File: src/rtl/rs_alu_station_if.sv
// rs_alu_station_if: dispatch, writeback, issue and flush signals for the
// ALU reservation station. The master side is dispatch/ALU, the slave side
// is the station itself.
interface rs_alu_station_if #(
   parameter int ENT_NUM   = 8,
   parameter int WB_NUM    = 3,
   parameter int DATA_W    = 32,
   parameter int TAG_W     = 6,
   parameter int PAYLOAD_W = 72
);
   localparam int CNT_W = $clog2(ENT_NUM + 1);

   logic                      i_flush;
   logic                      i_wr_en;
   logic [PAYLOAD_W-1:0]      i_wr_payload;
   logic                      i_wr_rs1_vld;
   logic                      i_wr_rs2_vld;
   logic [DATA_W-1:0]         i_wr_rs1;
   logic [DATA_W-1:0]         i_wr_rs2;
   logic [TAG_W-1:0]          i_wr_rrftag;
   logic                      o_full;
   logic [CNT_W-1:0]          o_free_cnt;
   logic [WB_NUM-1:0]         i_wb_vld;
   logic [WB_NUM*TAG_W-1:0]   i_wb_tag;
   logic [WB_NUM*DATA_W-1:0]  i_wb_data;
   logic                      o_iss_vld;
   logic                      i_iss_rdy;
   logic [PAYLOAD_W-1:0]      o_iss_payload;
   logic [DATA_W-1:0]         o_iss_rs1;
   logic [DATA_W-1:0]         o_iss_rs2;
   logic [TAG_W-1:0]          o_iss_rrftag;

   modport master (
      output i_flush, i_wr_en, i_wr_payload, i_wr_rs1_vld, i_wr_rs2_vld,
             i_wr_rs1, i_wr_rs2, i_wr_rrftag, i_wb_vld, i_wb_tag, i_wb_data,
             i_iss_rdy,
      input  o_full, o_free_cnt, o_iss_vld, o_iss_payload, o_iss_rs1,
             o_iss_rs2, o_iss_rrftag
   );

   modport slave (
      input  i_flush, i_wr_en, i_wr_payload, i_wr_rs1_vld, i_wr_rs2_vld,
             i_wr_rs1, i_wr_rs2, i_wr_rrftag, i_wb_vld, i_wb_tag, i_wb_data,
             i_iss_rdy,
      output o_full, o_free_cnt, o_iss_vld, o_iss_payload, o_iss_rs1,
             o_iss_rs2, o_iss_rrftag
   );
endinterface

File: src/rtl/rs_alu_station.sv
// rs_alu_station: multi-entry ALU reservation station.
// Holds up to ENT_NUM dispatched ops, wakes pending operands from WB_NUM
// writeback ports (lowest port wins on multiple matches) and offers one
// ready entry per cycle to the ALU. Issue outputs depend on registers only.
// Optional macro RS_AGE_SEL_EN: oldest-first selection via an age matrix;
// when undefined the lowest-index ready entry is selected.
module rs_alu_station #(
   parameter int ENT_NUM   = 8,
   parameter int WB_NUM    = 3,
   parameter int DATA_W    = 32,
   parameter int TAG_W     = 6,
   parameter int PAYLOAD_W = 72
) (
   input  logic                clk,
   input  logic                rst_n,
   rs_alu_station_if.slave     bus
);
   localparam int CNT_W = $clog2(ENT_NUM + 1);

   logic [ENT_NUM-1:0]   busy_reg;
   logic [ENT_NUM-1:0]   rs1_vld_reg;
   logic [ENT_NUM-1:0]   rs2_vld_reg;
   logic [DATA_W-1:0]    rs1_reg     [ENT_NUM];
   logic [DATA_W-1:0]    rs2_reg     [ENT_NUM];
   logic [PAYLOAD_W-1:0] payload_reg [ENT_NUM];
   logic [TAG_W-1:0]     rrftag_reg  [ENT_NUM];

   logic [ENT_NUM-1:0]   ready;
   logic [ENT_NUM-1:0]   alloc_oh;
   logic [ENT_NUM-1:0]   sel_oh;
   logic                 alloc_ok;
   logic                 iss_vld;
   logic                 iss_fire;
   logic [CNT_W-1:0]     free_cnt;
   logic [DATA_W:0]      wake1 [ENT_NUM];
   logic [DATA_W:0]      wake2 [ENT_NUM];
   logic [DATA_W:0]      byp1;
   logic [DATA_W:0]      byp2;
   logic [PAYLOAD_W-1:0] iss_payload;
   logic [DATA_W-1:0]    iss_rs1;
   logic [DATA_W-1:0]    iss_rs2;
   logic [TAG_W-1:0]     iss_rrftag;

   // Returns {hit, data} for a tag against all valid writeback ports.
   // Scanning from the top port down lets the lowest matching port win.
   function automatic logic [DATA_W:0] wb_lookup(
      input logic [TAG_W-1:0]          tag,
      input logic [WB_NUM-1:0]         vld,
      input logic [WB_NUM*TAG_W-1:0]   tags,
      input logic [WB_NUM*DATA_W-1:0]  data
   );
      logic [DATA_W:0] res;
      res = '0;
      for (int k = WB_NUM - 1; k >= 0; k--) begin
         if (vld[k] && (tags[k*TAG_W +: TAG_W] == tag)) begin
            res = {1'b1, data[k*DATA_W +: DATA_W]};
         end
      end
      return res;
   endfunction

   genvar gi;

   // Per-entry wakeup lookups and ready flags
   generate
      for (gi = 0; gi < ENT_NUM; gi++) begin : g_wake
         assign wake1[gi] = wb_lookup(rs1_reg[gi][TAG_W-1:0], bus.i_wb_vld,
                                      bus.i_wb_tag, bus.i_wb_data);
         assign wake2[gi] = wb_lookup(rs2_reg[gi][TAG_W-1:0], bus.i_wb_vld,
                                      bus.i_wb_tag, bus.i_wb_data);
         assign ready[gi] = busy_reg[gi] & rs1_vld_reg[gi] & rs2_vld_reg[gi];
      end
   endgenerate

   // Bypass for operands that arrive pending while their producer writes back
   assign byp1 = wb_lookup(bus.i_wr_rs1[TAG_W-1:0], bus.i_wb_vld,
                           bus.i_wb_tag, bus.i_wb_data);
   assign byp2 = wb_lookup(bus.i_wr_rs2[TAG_W-1:0], bus.i_wb_vld,
                           bus.i_wb_tag, bus.i_wb_data);

   // Free-entry count from registered busy only
   always_comb begin
      free_cnt = CNT_W'(ENT_NUM);
      for (int i = 0; i < ENT_NUM; i++) begin
         free_cnt = free_cnt - CNT_W'(busy_reg[i]);
      end
   end

   // Lowest non-busy entry: isolate the lowest zero bit of busy
   assign alloc_oh = ~busy_reg & (busy_reg + ENT_NUM'(1));
   assign alloc_ok = bus.i_wr_en && !(&busy_reg);

`ifdef RS_AGE_SEL_EN
   // age_reg[i][j] = 1 means entry j is older than entry i
   logic [ENT_NUM-1:0] age_reg [ENT_NUM];

   // Age tracking: new entry is younger than everything live; its column is
   // cleared in every other row so stale bits from a previous life vanish
   always_ff @(posedge clk or negedge rst_n) begin
      if (!rst_n) begin
         for (int i = 0; i < ENT_NUM; i++) begin
            age_reg[i] <= '0;
         end
      end else if (alloc_ok && !bus.i_flush) begin
         for (int i = 0; i < ENT_NUM; i++) begin
            if (alloc_oh[i]) begin
               age_reg[i] <= busy_reg;
            end else begin
               age_reg[i] <= age_reg[i] & ~alloc_oh;
            end
         end
      end
   end

   // Oldest-first: a ready entry with no older ready entry
   generate
      for (gi = 0; gi < ENT_NUM; gi++) begin : g_age_sel
         assign sel_oh[gi] = ready[gi] & ~(|(age_reg[gi] & ready));
      end
   endgenerate
`else
   // Lowest-index ready entry: isolate the lowest set bit of ready
   assign sel_oh = ready & (~ready + ENT_NUM'(1));
`endif

   assign iss_vld  = |ready;
   assign iss_fire = iss_vld && bus.i_iss_rdy;

   // Issue mux driven by the one-hot select (registers only)
   always_comb begin
      iss_payload = '0;
      iss_rs1     = '0;
      iss_rs2     = '0;
      iss_rrftag  = '0;
      for (int i = 0; i < ENT_NUM; i++) begin
         if (sel_oh[i]) begin
            iss_payload = iss_payload | payload_reg[i];
            iss_rs1     = iss_rs1 | rs1_reg[i];
            iss_rs2     = iss_rs2 | rs2_reg[i];
            iss_rrftag  = iss_rrftag | rrftag_reg[i];
         end
      end
   end

   assign bus.o_full        = &busy_reg;
   assign bus.o_free_cnt    = free_cnt;
   assign bus.o_iss_vld     = iss_vld;
   assign bus.o_iss_payload = iss_payload;
   assign bus.o_iss_rs1     = iss_rs1;
   assign bus.o_iss_rs2     = iss_rs2;
   assign bus.o_iss_rrftag  = iss_rrftag;

   // Entry state: flush beats allocate, issue and wakeup
   always_ff @(posedge clk or negedge rst_n) begin
      if (!rst_n) begin
         busy_reg    <= '0;
         rs1_vld_reg <= '0;
         rs2_vld_reg <= '0;
         for (int i = 0; i < ENT_NUM; i++) begin
            rs1_reg[i]     <= '0;
            rs2_reg[i]     <= '0;
            payload_reg[i] <= '0;
            rrftag_reg[i]  <= '0;
         end
      end else begin
         for (int i = 0; i < ENT_NUM; i++) begin
            if (bus.i_flush) begin
               busy_reg[i] <= 1'b0;
            end else if (alloc_ok && alloc_oh[i]) begin
               busy_reg[i]    <= 1'b1;
               payload_reg[i] <= bus.i_wr_payload;
               rrftag_reg[i]  <= bus.i_wr_rrftag;
               rs1_vld_reg[i] <= bus.i_wr_rs1_vld | byp1[DATA_W];
               rs2_vld_reg[i] <= bus.i_wr_rs2_vld | byp2[DATA_W];
               rs1_reg[i]     <= (!bus.i_wr_rs1_vld && byp1[DATA_W]) ?
                                 byp1[DATA_W-1:0] : bus.i_wr_rs1;
               rs2_reg[i]     <= (!bus.i_wr_rs2_vld && byp2[DATA_W]) ?
                                 byp2[DATA_W-1:0] : bus.i_wr_rs2;
            end else begin
               if (iss_fire && sel_oh[i]) begin
                  busy_reg[i] <= 1'b0;
               end
               if (busy_reg[i] && !rs1_vld_reg[i] && wake1[i][DATA_W]) begin
                  rs1_vld_reg[i] <= 1'b1;
                  rs1_reg[i]     <= wake1[i][DATA_W-1:0];
               end
               if (busy_reg[i] && !rs2_vld_reg[i] && wake2[i][DATA_W]) begin
                  rs2_vld_reg[i] <= 1'b1;
                  rs2_reg[i]     <= wake2[i][DATA_W-1:0];
               end
            end
         end
      end
   end
endmodule

File: src/flat_wrapper.sv
// flat-port wrapper written by rule: the top's interface ports become plain ports
module rs_alu_station_flat 
#(
   parameter int ENT_NUM   = 8,
   parameter int WB_NUM    = 3,
   parameter int DATA_W    = 32,
   parameter int TAG_W     = 6,
   parameter int PAYLOAD_W = 72
)
  (clk, rst_n, bus_i_flush, bus_i_wr_en, bus_i_wr_payload, bus_i_wr_rs1_vld, bus_i_wr_rs2_vld, bus_i_wr_rs1, bus_i_wr_rs2, bus_i_wr_rrftag, bus_i_wb_vld, bus_i_wb_tag, bus_i_wb_data, bus_i_iss_rdy, bus_o_full, bus_o_free_cnt, bus_o_iss_vld, bus_o_iss_payload, bus_o_iss_rs1, bus_o_iss_rs2, bus_o_iss_rrftag);
  rs_alu_station_if #(.ENT_NUM(ENT_NUM), .WB_NUM(WB_NUM), .DATA_W(DATA_W), .TAG_W(TAG_W), .PAYLOAD_W(PAYLOAD_W)) bus_i ();
  input  logic clk;
  input  logic rst_n;
  input wire logic [$bits(bus_i.i_flush)-1:0] bus_i_flush;
  input wire logic [$bits(bus_i.i_wr_en)-1:0] bus_i_wr_en;
  input wire logic [$bits(bus_i.i_wr_payload)-1:0] bus_i_wr_payload;
  input wire logic [$bits(bus_i.i_wr_rs1_vld)-1:0] bus_i_wr_rs1_vld;
  input wire logic [$bits(bus_i.i_wr_rs2_vld)-1:0] bus_i_wr_rs2_vld;
  input wire logic [$bits(bus_i.i_wr_rs1)-1:0] bus_i_wr_rs1;
  input wire logic [$bits(bus_i.i_wr_rs2)-1:0] bus_i_wr_rs2;
  input wire logic [$bits(bus_i.i_wr_rrftag)-1:0] bus_i_wr_rrftag;
  input wire logic [$bits(bus_i.i_wb_vld)-1:0] bus_i_wb_vld;
  input wire logic [$bits(bus_i.i_wb_tag)-1:0] bus_i_wb_tag;
  input wire logic [$bits(bus_i.i_wb_data)-1:0] bus_i_wb_data;
  input wire logic [$bits(bus_i.i_iss_rdy)-1:0] bus_i_iss_rdy;
  output wire logic [$bits(bus_i.o_full)-1:0] bus_o_full;
  output wire logic [$bits(bus_i.o_free_cnt)-1:0] bus_o_free_cnt;
  output wire logic [$bits(bus_i.o_iss_vld)-1:0] bus_o_iss_vld;
  output wire logic [$bits(bus_i.o_iss_payload)-1:0] bus_o_iss_payload;
  output wire logic [$bits(bus_i.o_iss_rs1)-1:0] bus_o_iss_rs1;
  output wire logic [$bits(bus_i.o_iss_rs2)-1:0] bus_o_iss_rs2;
  output wire logic [$bits(bus_i.o_iss_rrftag)-1:0] bus_o_iss_rrftag;
  assign bus_i.i_flush = bus_i_flush;
  assign bus_i.i_wr_en = bus_i_wr_en;
  assign bus_i.i_wr_payload = bus_i_wr_payload;
  assign bus_i.i_wr_rs1_vld = bus_i_wr_rs1_vld;
  assign bus_i.i_wr_rs2_vld = bus_i_wr_rs2_vld;
  assign bus_i.i_wr_rs1 = bus_i_wr_rs1;
  assign bus_i.i_wr_rs2 = bus_i_wr_rs2;
  assign bus_i.i_wr_rrftag = bus_i_wr_rrftag;
  assign bus_i.i_wb_vld = bus_i_wb_vld;
  assign bus_i.i_wb_tag = bus_i_wb_tag;
  assign bus_i.i_wb_data = bus_i_wb_data;
  assign bus_i.i_iss_rdy = bus_i_iss_rdy;
  assign bus_o_full = bus_i.o_full;
  assign bus_o_free_cnt = bus_i.o_free_cnt;
  assign bus_o_iss_vld = bus_i.o_iss_vld;
  assign bus_o_iss_payload = bus_i.o_iss_payload;
  assign bus_o_iss_rs1 = bus_i.o_iss_rs1;
  assign bus_o_iss_rs2 = bus_i.o_iss_rs2;
  assign bus_o_iss_rrftag = bus_i.o_iss_rrftag;
  rs_alu_station #(.ENT_NUM(ENT_NUM), .WB_NUM(WB_NUM), .DATA_W(DATA_W), .TAG_W(TAG_W), .PAYLOAD_W(PAYLOAD_W)) u_core (.clk(clk), .rst_n(rst_n), .bus(bus_i));
endmodule
File: config.mk
export PLATFORM = sky130hd
export DESIGN_NAME = rs_alu_station_flat
export DESIGN_NICKNAME = d
export VERILOG_FILES = /design/src/rtl/rs_alu_station_if.sv /design/src/rtl/rs_alu_station.sv /design/src/flat_wrapper.sv
export SDC_FILE = /design/constraint.sdc
export NUM_CORES = 2
export LEC_CHECK = 0
export ABC_AREA = 1
export BUFFER_PORTS_ARGS = -buffer_cell sky130_fd_sc_hd__buf_2
export CELL_PAD_IN_SITES_DETAIL_PLACEMENT = 0
export CELL_PAD_IN_SITES_GLOBAL_PLACEMENT = 1
export CORE_MARGIN = 8
export CORE_UTILIZATION = 41
export DETAILED_ROUTE_END_ITERATION = 6
export PLACE_DENSITY_LB_ADDON = 0.1
export SLEW_MARGIN = 20
export SYNTH_ARGS = -nofsm -noshare
export SYNTH_HDL_FRONTEND = slang
export SYNTH_SLANG_ARGS = --single-unit
File: constraint.sdc
create_clock -name clk -period 3.3 [get_ports clk]
set_clock_uncertainty 0.05 [all_clocks]
set_input_delay 0.33 -clock clk [delete_from_list [all_inputs] [get_ports clk]]
set_output_delay 0.33 -clock clk [all_outputs]
set_load 0.1 [all_outputs]
==> impl_metrics.tcl <==
set metrics [dict create \
    fin_ws_ps -641 \
    largest_reg_flops 576 \
    grt_antenna_before_repair 53 \
    grt_max_degree 158 \
    layout_commonest_cell "nand2_1" \
    rsz0062_at_grt "true" \
    synth-xor-area-share 0.00382 \
    clock_latency_ps 850 \
    die_height_um 458 \
    clockBufferDepth 3 \
    io_pins 414 \
    p_leak_nw 51.3 \
    power_mw 39.9 \
    fin_crit_sh 1.19 \
    num_rows 162 \
    slew_viol_final 0 \
    gp_congestion 1.07 \
    failed_checks "DRC, setup timing" \
    start_util 0.412 \
    via_count 99500 \
    cts_tree "built" \
    root_buffer "clkbuf_16" \
    critPathLaunchType "register" \
    overflow 0 \
    portBuffers 413 \
    status "finished, violations left" \
    crit_type "register to output port" \
    crit_arrival_ps 3560 \
    finalCriticalPeriod_ps 3940 \
    grt_use_met1 0.566 \
    nets 13600 \
    via_per_inst 6.22 \
    synth_cells 12800 \
    cts_buffers 139 \
    synth-adder-area-share 0.00225 \
    synth_top_family_by_area "simple AND/OR/NAND/NOR gates" \
    cp.required_ps 2920 \
    place_ws_ps -17.5 \
    ant_nets 0 \
    synth.area.top_cells "dfrtp_1, nand2_1, nand3_1, o21ai_0, inv_1" \
    placed_area_sq_um 90100 \
    synthMuxAreaShare 0 \
    syn_nets 13100 \
    slew_headroom 0.152 \
    wl_um 512000 \
    dr.pass1.iters 7 \
    syn_area_sq_um 80200 \
    route.detailed.drc 41 \
    finalHoldViolCount 0 \
    synth_cell_types 48 \
    dieArea_sq_um 210000 \
    grt_pass1_wl_um 715000 \
    fmax_ghz 0.254 \
    setup_viol 147 \
    cap_viol_max_count 0 \
    grt_busiest_layer "met2" \
    gr-usage-met3 0.160 \
    fin_area_sq_um 100000 \
    grt_util_met2 0.672 \
    grt_pass1_vias 93200 \
    hold_path.class "primary input to async pin" \
    powerDensity_nw_per_um2 399 \
    h-tree-depth 4 \
    final_cell_mix "nand2_1, nand3_1, dfrtp_1, o21ai_0, inv_1" \
    drtIter0Drc 16100 \
    synth-compound-area-share 0.0972 \
    dieWidth_um 458 \
    n_fill_cell 19400 \
    yosysSeqAreaShare 0.362 \
    yosysWarnings 0 \
    synth_simple_gate_area_frac 0.434 \
    hpwlAfterDp_um 333000 \
    ir_drop_mv 0.533 \
    worstPathMaxFanout 16 \
    grt_use_total 0.468 \
    synth_area_per_cell_sq_um 6.26 \
    core_area_sq_um 195000 \
    wl_per_cell_um 32.0 \
    tightest_slew_ps 1270 \
    clock_sinks 1160 \
    syn2layout_area_growth_pct 25.0 \
    path_clk_slew_ps 60 \
    ys_ff_latch 1160 \
    netlist.area_leader.share 0.362 \
    drive_gt1_frac 0.140 \
    endpoint_kind "output port" \
    yosysTopAreaCell "dfrtp_1" \
]
per-stage QoR:
stage          TNS (ps)   util  std cells  hold WS [ps]
2_1_floorplan         0      -      12800         -15.6
3_3_place_gp      -14.2  0.463      15400           268
3_5_place_dp      -17.5  0.463      15400           269
4_1_cts          -44210  0.512      15900          1.88
5_1_grt          -67280  0.515      16000          34.9
6_report         -53000  0.515      16000          44.7
layer usage:
metal,up-vias,wire (um),share of wire
li1,42200,-,-
met1,47000,182000,0.36
met2,8030,208000,0.41
met3,2292,66200,0.13
met4,20,55100,0.11
met5,-,127,0.00025
final timing paths:
check                                                     from                              to  slack [ps]  depth (start not counted)
worst max-delay path            u_core.busy_reg[0]$_DFFE_PN0P_               bus_o_iss_rs1[23]        -640                         15
worst min-delay path                                     rst_n  u_core.rs1_reg[83]$_DFFE_PN0P_          40                          2
worst max register to register  u_core.busy_reg[0]$_DFFE_PN0P_  u_core.rs1_reg[34]$_DFFE_PN0P_         -30                         15
worst min register to register  u_core.rs1_reg[61]$_DFFE_PN0P_  u_core.rs1_reg[61]$_DFFE_PN0P_         430                          2
max in group asynchronous                                rst_n  u_core.rs2_reg[39]$_DFFE_PN0P_        2000                          4
min in group clk                              bus_i_wr_rs2[22]  u_core.rs2_reg[86]$_DFFE_PN0P_          60                          5
power breakdown:
part	total (mW)	switching (mW)	internal (mW)
combinational	7.90	5.74	2.16
clock	16.1	6.92	9.20
sequential	15.9	0.647	15.3
synthesized netlist by cell type, drive strengths merged:
cell / number
a31oi: 1
nand3b: 2
or2: 11
xor2: 25
nand2: 5365
ha: 8
o22ai: 50
inv: 778
clkinv: 208
nand3: 2262
clkbuf: 522
a22oi: 2
nand4: 207
dfrtp: 1160
xnor2: 10
o21ai: 944
o21a: 4
fa: 4
o21bai: 1
nor4: 1
o211ai: 90
nor2: 257
nor3b: 1
nor3: 48
a21oi: 397
buf: 450
worst max-delay path: stages, from the launching register on:
cell	delay, ps
dfrtp_1	430
buf_6	140
nand3_4	80
nand2_2	110
inv_2	50
nand2_4	90
nor2_4	50
buf_6	140
nand2_8	90
inv_16	80
buf_16	190
nand2_1	80
nand4_1	90
a21oi_2	220
nand4_1	480
buf_12	360
logic make-up after synthesis:
logic type,after synthesis
AO/OA/AOI/OAI,1489
XOR/XNOR,35
flip-flops,1160
buffers and inverters,1958
AND/OR/NAND/NOR,8154
adder cells (fa/ha/maj),12
cell type report:
type | instances | area, sq um | area share
Timing Repair Buffer | 1327 | 14800 | 0.148
Multi-Input combinational cell | 9690 | 44400 | 0.443
Tap cell | 2542 | 3180 | 0.0317
Sequential cell | 1160 | 29000 | 0.290
Antenna cell | 45 | 113 | 0.00112
Timing Repair inverter | 1 | 20.0 | 0.000200
Inverter | 986 | 3840 | 0.0383
Clock buffer | 204 | 4060 | 0.0406
Clock inverter | 37 | 664 | 0.00663
repair_timing:
action / 4_1_cts / 5_1_grt
hold buffers: 131 / 0
setup endpoints to repair: 146 / 402
setup buffers: 83 / 15
pin swaps: 59 / 39
resized for setup: 362 / 91
endpoints found under the hold margin: 1722 / 0
gates cloned: 37 / 4
No activity file was read; power rests on OpenSTA's default activity.
